**config.mk**
```make
export PLATFORM = sky130hd
export DESIGN_NAME = store_queue_ctrl
export DESIGN_NICKNAME = d
export VERILOG_FILES = /design/src/rtl/store_queue_ctrl.sv
export SDC_FILE = /design/constraint.sdc
export NUM_CORES = 1
export LEC_CHECK = 0
export BUFFER_PORTS_ARGS = -buffer_cell sky130_fd_sc_hd__clkbuf_2
export CAP_MARGIN = 40
export CORE_MARGIN = 2
export CORE_UTILIZATION = 40
export CTS_CLUSTER_DIAMETER = 50
export DETAILED_ROUTE_END_ITERATION = 10
export GPL_TIMING_DRIVEN = 0
export SKIP_CTS_REPAIR_TIMING = 1
export SLEW_MARGIN = 25
export SYNTH_ARGS = -nofsm -noshare
export SYNTH_HDL_FRONTEND = slang
export SYNTH_SLANG_ARGS = --single-unit
export TNS_END_PERCENT = 30
```
**constraint.sdc**
```tcl
create_clock -name clk -period 5.1 [get_ports clk]
set_input_delay 1.02 -clock clk [delete_from_list [all_inputs] [get_ports clk]]
set_output_delay 1.02 -clock clk [all_outputs]
set_load 0.01 [all_outputs]
```
**src/rtl/store_queue_ctrl.sv**
```systemverilog
// Store queue between the MEM stage and the 64-bit data memory write port.
// Sizes and lane-aligns stores, buffers them in a FIFO, and supports fence/drain.
module store_queue_ctrl #(
    parameter int DEPTH = 4
) (
    input  logic                     clk,
    input  logic                     reset,
    input  logic                     st_valid,
    output logic                     st_ready,
    input  logic [1:0]               st_size,
    input  logic [63:0]              st_addr,
    input  logic [63:0]              st_data,
    output logic                     mem_req,
    input  logic                     mem_ack,
    output logic [63:0]              mem_addr,
    output logic [63:0]              mem_wdata,
    output logic [7:0]               mem_be,
    input  logic [63:0]              ld_addr,
    output logic                     ld_hazard,
    input  logic                     fence_req,
    output logic                     fence_done,
    output logic                     err_misalign,
    output logic [63:0]              err_addr,
    output logic [$clog2(DEPTH):0]   count
);

    localparam int AW = $clog2(DEPTH);
    localparam logic [AW:0] FULL = (AW + 1)'(DEPTH);

    localparam logic [1:0] SPL_SB = 2'd0;
    localparam logic [1:0] SPL_SH = 2'd1;
    localparam logic [1:0] SPL_SW = 2'd2;
    localparam logic [1:0] SPL_SD = 2'd3;

    typedef enum logic [1:0] {IDLE, RUN, FENCE, DONE} state_e;

    state_e state, state_next;

    logic [63:0]      q_addr  [DEPTH];
    logic [63:0]      q_wdata [DEPTH];
    logic [7:0]       q_be    [DEPTH];
    logic [DEPTH-1:0] q_valid;
    logic [AW-1:0]    wr_ptr, rd_ptr;

    logic        misalign;
    logic [63:0] sized;
    logic [7:0]  be_base;
    logic        accept, push, pop;
    logic        unused_bits;

    assign unused_bits = ^ld_addr[2:0];

    // Size mask and alignment rule per store size.
    always_comb begin
        sized    = st_data;
        be_base  = 8'hFF;
        misalign = 1'b0;
        case (st_size)
            SPL_SB: begin
                sized   = {56'd0, st_data[7:0]};
                be_base = 8'h01;
            end
            SPL_SH: begin
                sized    = {48'd0, st_data[15:0]};
                be_base  = 8'h03;
                misalign = st_addr[0];
            end
            SPL_SW: begin
                sized    = {32'd0, st_data[31:0]};
                be_base  = 8'h0F;
                misalign = |st_addr[1:0];
            end
            default: misalign = |st_addr[2:0];
        endcase
    end

    assign st_ready = (count != FULL) && (state != FENCE);
    assign accept   = st_valid && st_ready;
    assign push     = accept && !misalign;
    assign mem_req  = (count != '0) && (state != IDLE);
    assign pop      = mem_req && mem_ack;

    assign mem_addr   = q_addr[rd_ptr];
    assign mem_wdata  = q_wdata[rd_ptr];
    assign mem_be     = q_be[rd_ptr];
    assign fence_done = (state == DONE);

    always_comb begin
        ld_hazard = 1'b0;
        for (int i = 0; i < DEPTH; i++) begin
            if (q_valid[i] && (q_addr[i][63:3] == ld_addr[63:3])) ld_hazard = 1'b1;
        end
    end

    // A push in the same cycle as the fence keeps the fence from completing early.
    always_comb begin
        state_next = state;
        case (state)
            IDLE:  state_next = RUN;
            RUN:   if (fence_req) state_next = (count == '0 && !push) ? DONE : FENCE;
            FENCE: if (count == '0 || (count == 1 && pop)) state_next = DONE;
            default: state_next = RUN;
        endcase
    end

    always_ff @(posedge clk) begin
        if (reset) begin
            state        <= IDLE;
            wr_ptr       <= '0;
            rd_ptr       <= '0;
            count        <= '0;
            q_valid      <= '0;
            err_misalign <= 1'b0;
            err_addr     <= '0;
        end else begin
            state        <= state_next;
            err_misalign <= accept && misalign;
            if (accept && misalign) err_addr <= st_addr;
            if (pop) begin
                rd_ptr          <= rd_ptr + 1'b1;
                q_valid[rd_ptr] <= 1'b0;
            end
            if (push) begin
                wr_ptr          <= wr_ptr + 1'b1;
                q_valid[wr_ptr] <= 1'b1;
            end
            if (push && !pop)      count <= count + 1'b1;
            else if (pop && !push) count <= count - 1'b1;
        end
    end

    // NOTE: entry payloads need no reset; q_valid and count decide what is live.
    always_ff @(posedge clk) begin
        if (push) begin
            q_addr[wr_ptr]  <= {st_addr[63:3], 3'b000};
            q_wdata[wr_ptr] <= sized << {st_addr[2:0], 3'b000};
            q_be[wr_ptr]    <= be_base << st_addr[2:0];
        end
    end

endmodule
```
==> results.ini <==
[clock_tree]
cts_tree = built
cts_sinks = 612
cts_root_buf = clkbuf_16
clock_latency_ps = 630
clk_pin_slew_ps = 50
ctsHtreeMaxLevel = 3
cts_buffer_depth = 3
numCtsBuffers = 73

[grt]
antenna_found_initial = 12
globalRouteMet1Util = 0.3651
grt-busiest-layer = met2
use_met2 = 0.4351
grt_max_degree = 68
grt_pass1_vias = 18280
grt_use_met3 = 0.06912
grtUsageTotal = 0.2714
grt_pass1_wl_um = 133800
grt_overflow = 0

[drt]
routed_wl_um = 94830
dr.pass1.iters = 6
post_drt_wl_per_cell_um = 29.66
drc = 0
via_per_inst = 5.697
ant_nets = 0
vias = 18210
drt_iter0_drc = 1952

[timing]
slew_headroom = 0.4066
slew_viol_final = 0
finalHoldViolations = 0
fin_setup_tns_ps = 0
finalSetupViolCount = 0
final.min_clock_period_ps = 4514
whs_ps = 453.9
worst_slew_pin_slew_ps = 881.9
skew_ps = 29.04
post-route-period-util = 0.8851
rsz0062_at_grt = false
max_freq_mhz = 221.5

[setup_path]
path_buf_inv = 2
critPathArrivalTime_ps = 3490
startpoint_type = primary input
worst_path_most_repeated_cell = nand4_1
crit_family = simple AND/OR/NAND/NOR gates
end_kind = primary output
cp_max_fo = 6
slowest_delay_ps = 630
critPathSlowestCell = nor4_1
crit_chain = buf_2 -> xnor2_1 -> nand4_1 -> nor4_1 -> nand4_1 -> nor3_1 -> or4_1 -> clkbuf_2
worst-path-stages = 8
r2r_cells = 9
critPathKind = primary input to primary output
reg2reg_slack_ps = 1910
worstPathRequired_ps = 4080

[run]
maxCapViolCount = 0

[logic_synthesis]
ys.warnings.count = 0
syn_inst = 1779
synth_edf_count = 532
async_reset_ff_frac = 0
ys_ff_latch = 612
synthFlopType = edfxtp_1
synth_cell_types = 59
syn_area_per_cell_um2 = 15.15
syn-cell-area_um2 = 26950
seq_area_frac_synth = 0.6521

[pwr]
combPwrFrac = 0.222
power_leakage_nw = 11.58
p_int_w = 0.01003
switching_share = 0.2954
p_per_area_nw_per_um2 = 435.1
power_w = 0.01423
pwr-share-seq = 0.418
ir_worst_vdd_mv = 0.3480
switching_power_w = 0.004204
power.clock.fraction = 0.360

[floorplan]
die_area_um2 = 69480
die_x_um = 263.6
die_h_um = 263.6
rows = 95
io_pins = 407
core_area_um2 = 66920
initial_core_util = 0.4028

[min_path]
hold_path.class = register to register
hold_path_depth = 2

[cells_and_area]
fin_util = 0.4888
num-nets-final = 2474
drive_gt1_frac = 0.3164
syn_to_final_growth_pct = 21.35

[placement]
gp_congestion = 0.9610
port_buffers = 386
dp_hpwl_um = 72050

[status]
outcome = completed

[layout by cell type (no fill, tap or decap), types with 6 or more instances in the layout]
| cell | count |
|---|---|
| edfxtp_1 | 532 |
| clkbuf_2 | 390 |
| nand2_1 | 166 |
| mux4_2 | 133 |
| a21oi_1 | 124 |
| xor2_1 | 114 |
| xnor2_1 | 82 |
| dfxtp_1 | 80 |
| clkbuf_16 | 75 |
| nor2_1 | 62 |
| clkbuf_1 | 60 |
| inv_1 | 50 |
| buf_2 | 40 |
| nor4_1 | 37 |
| nand4_1 | 31 |
| o22ai_1 | 29 |
| nor2b_1 | 28 |
| mux2_2 | 20 |
| mux2i_1 | 18 |
| ha_1 | 17 |
| a221oi_1 | 16 |
| nor3_1 | 15 |
| o21ai_0 | 13 |
| nand3_1 | 11 |
| o2bb2ai_1 | 11 |
| clkinv_2 | 10 |
| buf_1 | 9 |
| a22oi_1 | 9 |
| buf_4 | 9 |
| a32oi_1 | 8 |
| and2_1 | 8 |
| diode_2 | 7 |
| clkinv_1 | 7 |
| buf_16 | 7 |
| buf_6 | 6 |
| inv_6 | 6 |
[worst register-to-register path, delay by kind of cell, from the launching register on]
family / cells / cell delay (ps)
compound gates: 1 / 400
fa+ha+maj: 1 / 250
buf+inv: 4 / 1060
flops: 1 / 430
simple gates: 3 / 650
[path summary, 6_finish.rpt]
| kind | start | endpoint |
|---|---|---|
| setup reg to reg | count[0] | q_be[0][5] |
| setup / recovery | ld_addr[23] | ld_hazard |
| hold reg to reg | err_addr[54] | err_addr[54] |
| hold / removal | err_addr[54] | err_addr[54] |
[state kept, by name, summed over array words and instances (netlist names), named ones only]
register	count
count	3
state	2
rd_ptr	2
err_addr	64
q_addr	244
err_misalign	1
wr_ptr	2
q_be	32
q_wdata	256
q_valid	4
[kinds of logic (layout without fill, tap and decap cells)]
family,after synthesis,count (layout),synth area share
AO/OA/AOI/OAI,241,241,0.05668
XOR/XNOR,197,197,0.06429
adder cells (fa/ha/maj),17,17,0.007891
buffers and inverters,163,699,0.02613
flip-flops,612,612,0.6521
multiplexers,171,171,0.1262
other,1,10,0.0001391
AND/OR/NAND/NOR,377,377,0.06657
[stage by stage]
stage,instance area [um2],setup slack [ps],cells
floorplan,26960,132.7,1781
global placement,29990,-2608,3040
detailed placement,30280,630.8,3054
CTS,32670,641.1,3188
global route,32700,594.5,3192
finish,32710,586.0,3197
[final cells by class]
| class | count | area (um2) |
|---|---|---|
| fillers | 5807 | 34210 |
| inverters | 55 | 236.5 |
| plain buffers | 108 | 500.5 |
| repair buffers | 402 | 2216 |
| diodes | 7 | 17.52 |
| clock buffers | 93 | 1984 |
| multi-input cells | 1006 | 8680 |
| well taps | 873 | 1092 |
| flip-flops and latches | 612 | 17580 |
| clock inverters | 41 | 404.1 |
[Yosys cell counts (2+ instances only)]
master / count / area share
a21oi_1: 124 / 0.023
a222oi_1: 3 / 0.0011
a211oi_1: 3 / 0.00084
nor4bb_1: 2 / 0.00074
a2111oi_0: 2 / 0.00065
xor2_1: 114 / 0.037
nor3b_1: 3 / 0.00084
buf_4: 9 / 0.0025
o2bb2ai_1: 11 / 0.0036
a221o_1: 4 / 0.0015
a22oi_1: 9 / 0.0025
a22o_1: 2 / 0.00065
nand2_1: 166 / 0.023
inv_1: 54 / 0.0075
mux2i_1: 18 / 0.0067
nor4_1: 37 / 0.0086
nand3_1: 11 / 0.0020
mux4_2: 133 / 0.11
buf_2: 39 / 0.0072
buf_1: 9 / 0.0013
clkbuf_2: 2 / 0.00037
a31oi_1: 3 / 0.00070
nor2_1: 62 / 0.0086
mux2_2: 20 / 0.0084
o221ai_1: 5 / 0.0016
and4_1: 2 / 0.00065
dfxtp_1: 80 / 0.059
nor3_1: 15 / 0.0028
o22ai_1: 29 / 0.0067
clkbuf_1: 48 / 0.0067
a221oi_1: 16 / 0.0052
nor2b_1: 28 / 0.0065
edfxtp_1: 532 / 0.59
nand2b_1: 4 / 0.00093
o21ai_0: 13 / 0.0024
xnor2_1: 82 / 0.027
nand4_1: 31 / 0.0072
a32oi_1: 8 / 0.0026
and2_1: 8 / 0.0019
o21a_1: 3 / 0.00084
ha_1: 17 / 0.0079
[routing by layer]
layer | share of wire | vias up
li1 | - | 7814
met1 | 0.40 | 9453
met2 | 0.48 | 797
met3 | 0.094 | 135
met4 | 0.027 | 14
met5 | 0.00091 | -
[power by group through the flow]
stage | registers (W) | logic, W | clock network (W)
final | 0.00595 | 0.00316 | 0.00513
after global placement | 0.00610 | 0.00310 | 0
after floorplan | 0.00608 | 0.00173 | 0
after CTS | 0.00595 | 0.00318 | 0.00519
after detailed placement | 0.00605 | 0.00316 | 0
after global routing | 0.00598 | 0.00334 | 0.00541
Power figures use the tool's default switching activity.
